[config.mk]
export PLATFORM = sky130hd
export DESIGN_NAME = ysyx_25040111_axi_rslave_flat
export DESIGN_NICKNAME = d
export VERILOG_FILES = /design/src/rtl/ysyx_25040111_axi_rslave_if.sv /design/src/rtl/ysyx_25040111_axi_rslave.sv /design/src/flat_wrapper.sv
export SDC_FILE = /design/constraint.sdc
export NUM_CORES = 1
export LEC_CHECK = 0
export CORE_AREA = 2 2 101 128
export DETAILED_ROUTE_END_ITERATION = 10
export DIE_AREA = 0 0 103 130
export PLACE_DENSITY = 0.8
export SYNTH_ARGS = -nofsm -noshare
export SYNTH_HDL_FRONTEND = slang
export SYNTH_SLANG_ARGS = --single-unit
[constraint.sdc]
create_clock -name clock -period 4.1 [get_ports clock]
set_input_delay 0.615 -clock clock [delete_from_list [all_inputs] [get_ports clock]]
set_output_delay 0.615 -clock clock [all_outputs]
set_load 0.02 [all_outputs]
[src/rtl/ysyx_25040111_axi_rslave_if.sv]
// ysyx_25040111_axi_rslave_if: AXI4 read address (AR) and read data (R) channel bundle
interface ysyx_25040111_axi_rslave_if;
    logic        arready;
    logic        arvalid;
    logic [31:0] araddr;
    logic [3:0]  arid;
    logic [7:0]  arlen;
    logic [2:0]  arsize;
    logic [1:0]  arburst;
    logic        rready;
    logic        rvalid;
    logic [31:0] rdata;
    logic [1:0]  rresp;
    logic        rlast;
    logic [3:0]  rid;
    modport master (
        input  arready, rvalid, rdata, rresp, rlast, rid,
        output arvalid, araddr, arid, arlen, arsize, arburst, rready
    );
    modport slave (
        output arready, rvalid, rdata, rresp, rlast, rid,
        input  arvalid, araddr, arid, arlen, arsize, arburst, rready
    );
endinterface

[src/rtl/ysyx_25040111_axi_rslave.sv]
// ysyx_25040111_axi_rslave: AXI4 read-only responder serving single/burst reads from a synchronous word memory
module ysyx_25040111_axi_rslave #(
    parameter logic [3:0]  REGION = 4'ha,
    parameter int unsigned AW     = 24
) (
    input  logic                      clock,
    input  logic                      reset,
    ysyx_25040111_axi_rslave_if.slave s,
    output logic                      mem_ren,
    output logic [AW-1:0]             mem_addr,
    input  logic [31:0]               mem_rdata
);
    typedef enum logic [1:0] {IDLE, REQ, CAP, RESP} state_t;
    localparam logic [1:0] OKAY = 2'b00, SLVERR = 2'b10, DECERR = 2'b11;
    state_t      state_q, state_d;
    logic [31:0] addr_q, addr_d, rdata_q, rdata_d;
    logic [3:0]  id_q, id_d;
    logic [7:0]  len_q, len_d, beat_q, beat_d;
    logic [2:0]  size_q, size_d;
    logic [1:0]  burst_q, burst_d, err_q, err_d;
    logic [31:0] inc, mask, next_addr;
    logic        last, bad_wrap;
    assign inc  = 32'd1 << size_q;
    assign mask = ((32'(len_q) + 32'd1) << size_q) - 32'd1;
    // FIXED holds, WRAP steps inside the window aligned to the total burst size, INCR steps freely
    assign next_addr = burst_q == 2'b00 ? addr_q
                     : burst_q == 2'b10 ? (addr_q & ~mask) | ((addr_q + inc) & mask)
                     : addr_q + inc;
    assign last     = beat_q == len_q;
    assign bad_wrap = s.arburst == 2'b10 && !(s.arlen inside {8'd1, 8'd3, 8'd7, 8'd15});
    always_comb begin
        state_d = state_q;
        addr_d  = addr_q;
        rdata_d = rdata_q;
        id_d    = id_q;
        len_d   = len_q;
        beat_d  = beat_q;
        size_d  = size_q;
        burst_d = burst_q;
        err_d   = err_q;
        case (state_q)
            IDLE: if (s.arvalid) begin
                addr_d  = s.araddr;
                id_d    = s.arid;
                len_d   = s.arlen;
                size_d  = s.arsize;
                burst_d = s.arburst;
                beat_d  = '0;
                rdata_d = '0;
                err_d   = s.araddr[31:28] != REGION ? DECERR
                        : (s.arsize > 3'd2 || s.arburst == 2'b11 || bad_wrap) ? SLVERR : OKAY;
                state_d = err_d == OKAY ? REQ : RESP;
            end
            REQ: state_d = CAP;
            CAP: begin
                rdata_d = mem_rdata;
                state_d = RESP;
            end
            RESP: if (s.rready) begin
                state_d = last ? IDLE : err_q == OKAY ? REQ : RESP;
                beat_d  = last ? beat_q : beat_q + 8'd1;
                addr_d  = last ? addr_q : next_addr;
            end
            default: state_d = IDLE;
        endcase
    end
    always_ff @(posedge clock or posedge reset) begin
        if (reset) begin
            state_q <= IDLE;
            addr_q  <= '0;
            rdata_q <= '0;
            id_q    <= '0;
            len_q   <= '0;
            beat_q  <= '0;
            size_q  <= '0;
            burst_q <= '0;
            err_q   <= OKAY;
        end else begin
            state_q <= state_d;
            addr_q  <= addr_d;
            rdata_q <= rdata_d;
            id_q    <= id_d;
            len_q   <= len_d;
            beat_q  <= beat_d;
            size_q  <= size_d;
            burst_q <= burst_d;
            err_q   <= err_d;
        end
    end
    assign s.arready = state_q == IDLE;
    assign s.rvalid  = state_q == RESP;
    assign s.rlast   = state_q == RESP && last;
    assign s.rresp   = err_q;
    assign s.rid     = id_q;
    assign s.rdata   = rdata_q;
    assign mem_ren   = state_q == REQ;
    assign mem_addr  = addr_q[AW+1:2];
endmodule

[src/flat_wrapper.sv]
// flat-port wrapper written by rule: the top's interface ports become plain ports
module ysyx_25040111_axi_rslave_flat 
#(
    parameter logic [3:0]  REGION = 4'ha,
    parameter int unsigned AW     = 24
)
  (clock, reset, mem_ren, mem_addr, mem_rdata, s_arready, s_rvalid, s_rdata, s_rresp, s_rlast, s_rid, s_arvalid, s_araddr, s_arid, s_arlen, s_arsize, s_arburst, s_rready);
  ysyx_25040111_axi_rslave_if s_i ();
  input  logic clock;
  input  logic reset;
  output logic mem_ren;
  output logic [AW-1:0] mem_addr;
  input  logic [31:0] mem_rdata;
  output wire logic [$bits(s_i.arready)-1:0] s_arready;
  output wire logic [$bits(s_i.rvalid)-1:0] s_rvalid;
  output wire logic [$bits(s_i.rdata)-1:0] s_rdata;
  output wire logic [$bits(s_i.rresp)-1:0] s_rresp;
  output wire logic [$bits(s_i.rlast)-1:0] s_rlast;
  output wire logic [$bits(s_i.rid)-1:0] s_rid;
  input wire logic [$bits(s_i.arvalid)-1:0] s_arvalid;
  input wire logic [$bits(s_i.araddr)-1:0] s_araddr;
  input wire logic [$bits(s_i.arid)-1:0] s_arid;
  input wire logic [$bits(s_i.arlen)-1:0] s_arlen;
  input wire logic [$bits(s_i.arsize)-1:0] s_arsize;
  input wire logic [$bits(s_i.arburst)-1:0] s_arburst;
  input wire logic [$bits(s_i.rready)-1:0] s_rready;
  assign s_arready = s_i.arready;
  assign s_rvalid = s_i.rvalid;
  assign s_rdata = s_i.rdata;
  assign s_rresp = s_i.rresp;
  assign s_rlast = s_i.rlast;
  assign s_rid = s_i.rid;
  assign s_i.arvalid = s_arvalid;
  assign s_i.araddr = s_araddr;
  assign s_i.arid = s_arid;
  assign s_i.arlen = s_arlen;
  assign s_i.arsize = s_arsize;
  assign s_i.arburst = s_arburst;
  assign s_i.rready = s_rready;
  ysyx_25040111_axi_rslave #(.REGION(REGION), .AW(AW)) u_core (.clock(clock), .reset(reset), .s(s_i), .mem_ren(mem_ren), .mem_addr(mem_addr), .mem_rdata(mem_rdata));
endmodule
==> key figures <==
Outcome
  – Status: finished clean

Power
  – Switching part of the total power: 47.6%
  – Psw: 3.16 mW
  – Clock power share: 13.2%
  – Tot Pwr: 6.65 mW
  – Combinational share of power: 60.9%
  – Worst vdd ir: 417 µV
  – Pwr/cell area: 864 mW/mm²
  – Leakage dissipation: 3.24 nW
  – Pint: 3.48 mW
  – Power share of the sequential group: 25.9%

Synth
  – Mapped Avg Cell Area: 8.00 µm²
  – YS warnings: 0
  – Post-synthesis cell type count: 71
  – Async SR Flop Fraction: 100%
  – Synthesized Nets: 843
  – Top cell type by total area after synthesis: dfrtp_1
  – Register area share after synthesis: 36.5%
  – Synth top area cells: dfrtp_1, nand2_1, o21ai_0
  – Synthesized cell area: 0.00597 mm²
  – Number of synthesized flops with an enable pin: 0
  – Post-synth top flop: dfrtp_1
  – Mapped Cells: 746
  – FF+latch count, synth: 87
  – Post-synth top area share: 36.5%

Finish
  – Most frequent cells in the layout: nand2_1, clkdlybuf4s50_1, dfrtp_1, o21ai_0, nor2_1
  – Area Overhead vs Synth: 28.9%
  – Share of cells above drive strength 1: 6.21%
  – Antenna Cells: 0
  – Commonest non-fill, non-tap cell in the layout: nand2_1
  – # nets final: 945
  – Finished Core Util: 62.5%

Global routing
  – Largest net degree at the start of global routing: 62
  – GRT Util Overall: 24.8%
  – First-pass GRT wire length: 26.7 mm
  – Initial antenna violation count: 0
  – Grt total ovfl: 0
  – Vias in the first global route: 5,552

Setup path
  – R2R setup slack: 410 ps
  – Largest fanout on the critical path: 12
  – CP Launch Type: register
  – R2R cell count: 10
  – Arrival @ worst endpoint: 3920 ps
  – Worst EP required: 4330 ps
  – Worst setup EP type: register
  – Setup crit start: u_core.len_q[0]
  – Critical path class: register to register
  – Reg2Reg Launch Point: u_core.len_q[0]

STA
  – Max_slew headroom: 19.0%
  – Final period util: 89.9%
  – RSZ-0062 raised after global routing: false
  – Final hold vios: 0
  – Fin. max-slew vios: 0
  – Worst Setup Slack, final: 414 ps
  – Post-route minimum period: 3690 ps
  – Clock Skews: 11.7 ps
  – Setup tns final: 0 ps
  – Fmax: 271 MHz
  – Measured slew at the worst slew-check pin: 1220 ps
  – # setup viols final: 0

Clocking
  – Hold buffer count at CTS: 0
  – CTS max path bufs: 2
  – Clock Sinks: 87
  – Post-CTS Resized: 0
  – Post-CTS Setup Bufs: 0
  – CTS tree: yes
  – H-tree levels: 3
  – Worst skew pair latency: 350 ps
  – Root Driver: clkbuf_16
  – Clock-pin slew on the worst setup and hold paths: 70 ps
  – Inserted Clock Buffers: 9

Drt
  – Total iterations of the first detailed-routing run: 4
  – Avg WL per Cell: 16.3 µm
  – Post-route ant nets: 0
  – Drt drc: 0
  – Vias/cell: 5.72
  – Via count: 5,843
  – DRT Wirelength: 16.6 mm
  – 1st-iter DRT viols: 343

Hold path
  – Worst Hold Class: register to register
  – Hold_sp: u_core.s.rid[1]

Die
  – Die H: 130 µm
  – # IOs: 151
  – Die area: 0.0134 mm²
  – Initial core utilization: 48.4%
  – Core area: 0.0123 mm²
  – Row cnt: 46
  – Overall die width: 103 µm

Placed design
  – HPWL after DPL: 12.2 mm
  – I/O Buffers: 148
  – Dpl ws: 454 ps
  – Final GP Congestion: 0.884

Run
  – Max Cap Violations: 0
## kinds of logic (layout without fill, tap and decap cells)
group / after synthesis / after routing / synth area share (%)
and+or+nand+nor: 316 / 316 / 24.1
AOI/OAI and AO/OA: 211 / 211 / 23.4
xor gates and xnor gates: 31 / 31 / 4.68
muxes: 9 / 9 / 1.61
buffers and inverters: 80 / 187 / 7.13
adders and majority gates: 12 / 12 / 2.64
DFF: 87 / 87 / 36.5
## power by group through the flow
| stage | Combinational (mW) | Clock [mW] | Sequential (mW) |
|---|---|---|---|
| after detailed placement | 4.01 | 0 | 1.73 |
| after floorplan | 2.80 | 0 | 1.75 |
| after global routing | 4.46 | 0.917 | 1.78 |
| after global placement | 3.91 | 0 | 1.70 |
| final | 4.05 | 0.876 | 1.72 |
| after CTS | 4.04 | 0.886 | 1.72 |
## stage by stage
| step | hold WS [ps] | cell area [µm²] | std cells |
|---|---|---|---|
| after floorplan | 452 | 5970 | 746 |
| after global placement | 462 | 7380 | 1005 |
| after detailed placement | 471 | 7380 | 1005 |
| after CTS | 486 | 7690 | 1021 |
| after global routing | 509 | 7690 | 1021 |
| final | 481 | 7690 | 1021 |
## layer usage
metal  wire length, µm  vias to the layer above  track usage (%)
met2              8310                      199             41.9
li1                  -                     2838                -
met1              7010                     2772             32.2
met3               817                       34             3.64
met5                 0                        -                0
met4               491                        0             9.52
## worst min path at each step
stage	slack, ps	depth (start not counted)	endpoint
floorplan	450	2	u_core.burst_q[1]
global placement	460	2	u_core.s.rid[3]
detailed placement	470	2	u_core.s.rid[1]
CTS	490	2	u_core.s.rid[1]
global route	510	2	u_core.s.rid[3]
finish	480	2	u_core.s.rid[1]
## worst max-delay path: stages, from the launching register on
cell       delay, ps
dfrtp_1          570
ha_1             320
and4_1           260
a21oi_1           80
or4b_4           520
a311o_1          460
a2111oi_2        240
and4_4           350
a41oi_2          250
and2_0           250
a311o_1          270
## area by class of cell
cell class	count	area (µm²)
Clock inverter	7	91.3
Inverter	9	35.0
Fill cell	1112	4620
Tap cell	168	210
Timing Repair Buffer	162	1590
Sequential cell	87	2180
Clock buffer	9	225
Multi-Input combinational cell	579	3370
## cell usage after synthesis, drive strengths merged, types with 11 or more instances
master,instances
xor2,18
o21ai,69
a21oi,39
a211oi,12
and3,15
dfrtp,87
xnor2,13
and2,13
nand3,14
nor3,12
clkbuf,34
ha,11
nor2,53
nand2,164
buf,37
Power figures use the tool's default switching activity.
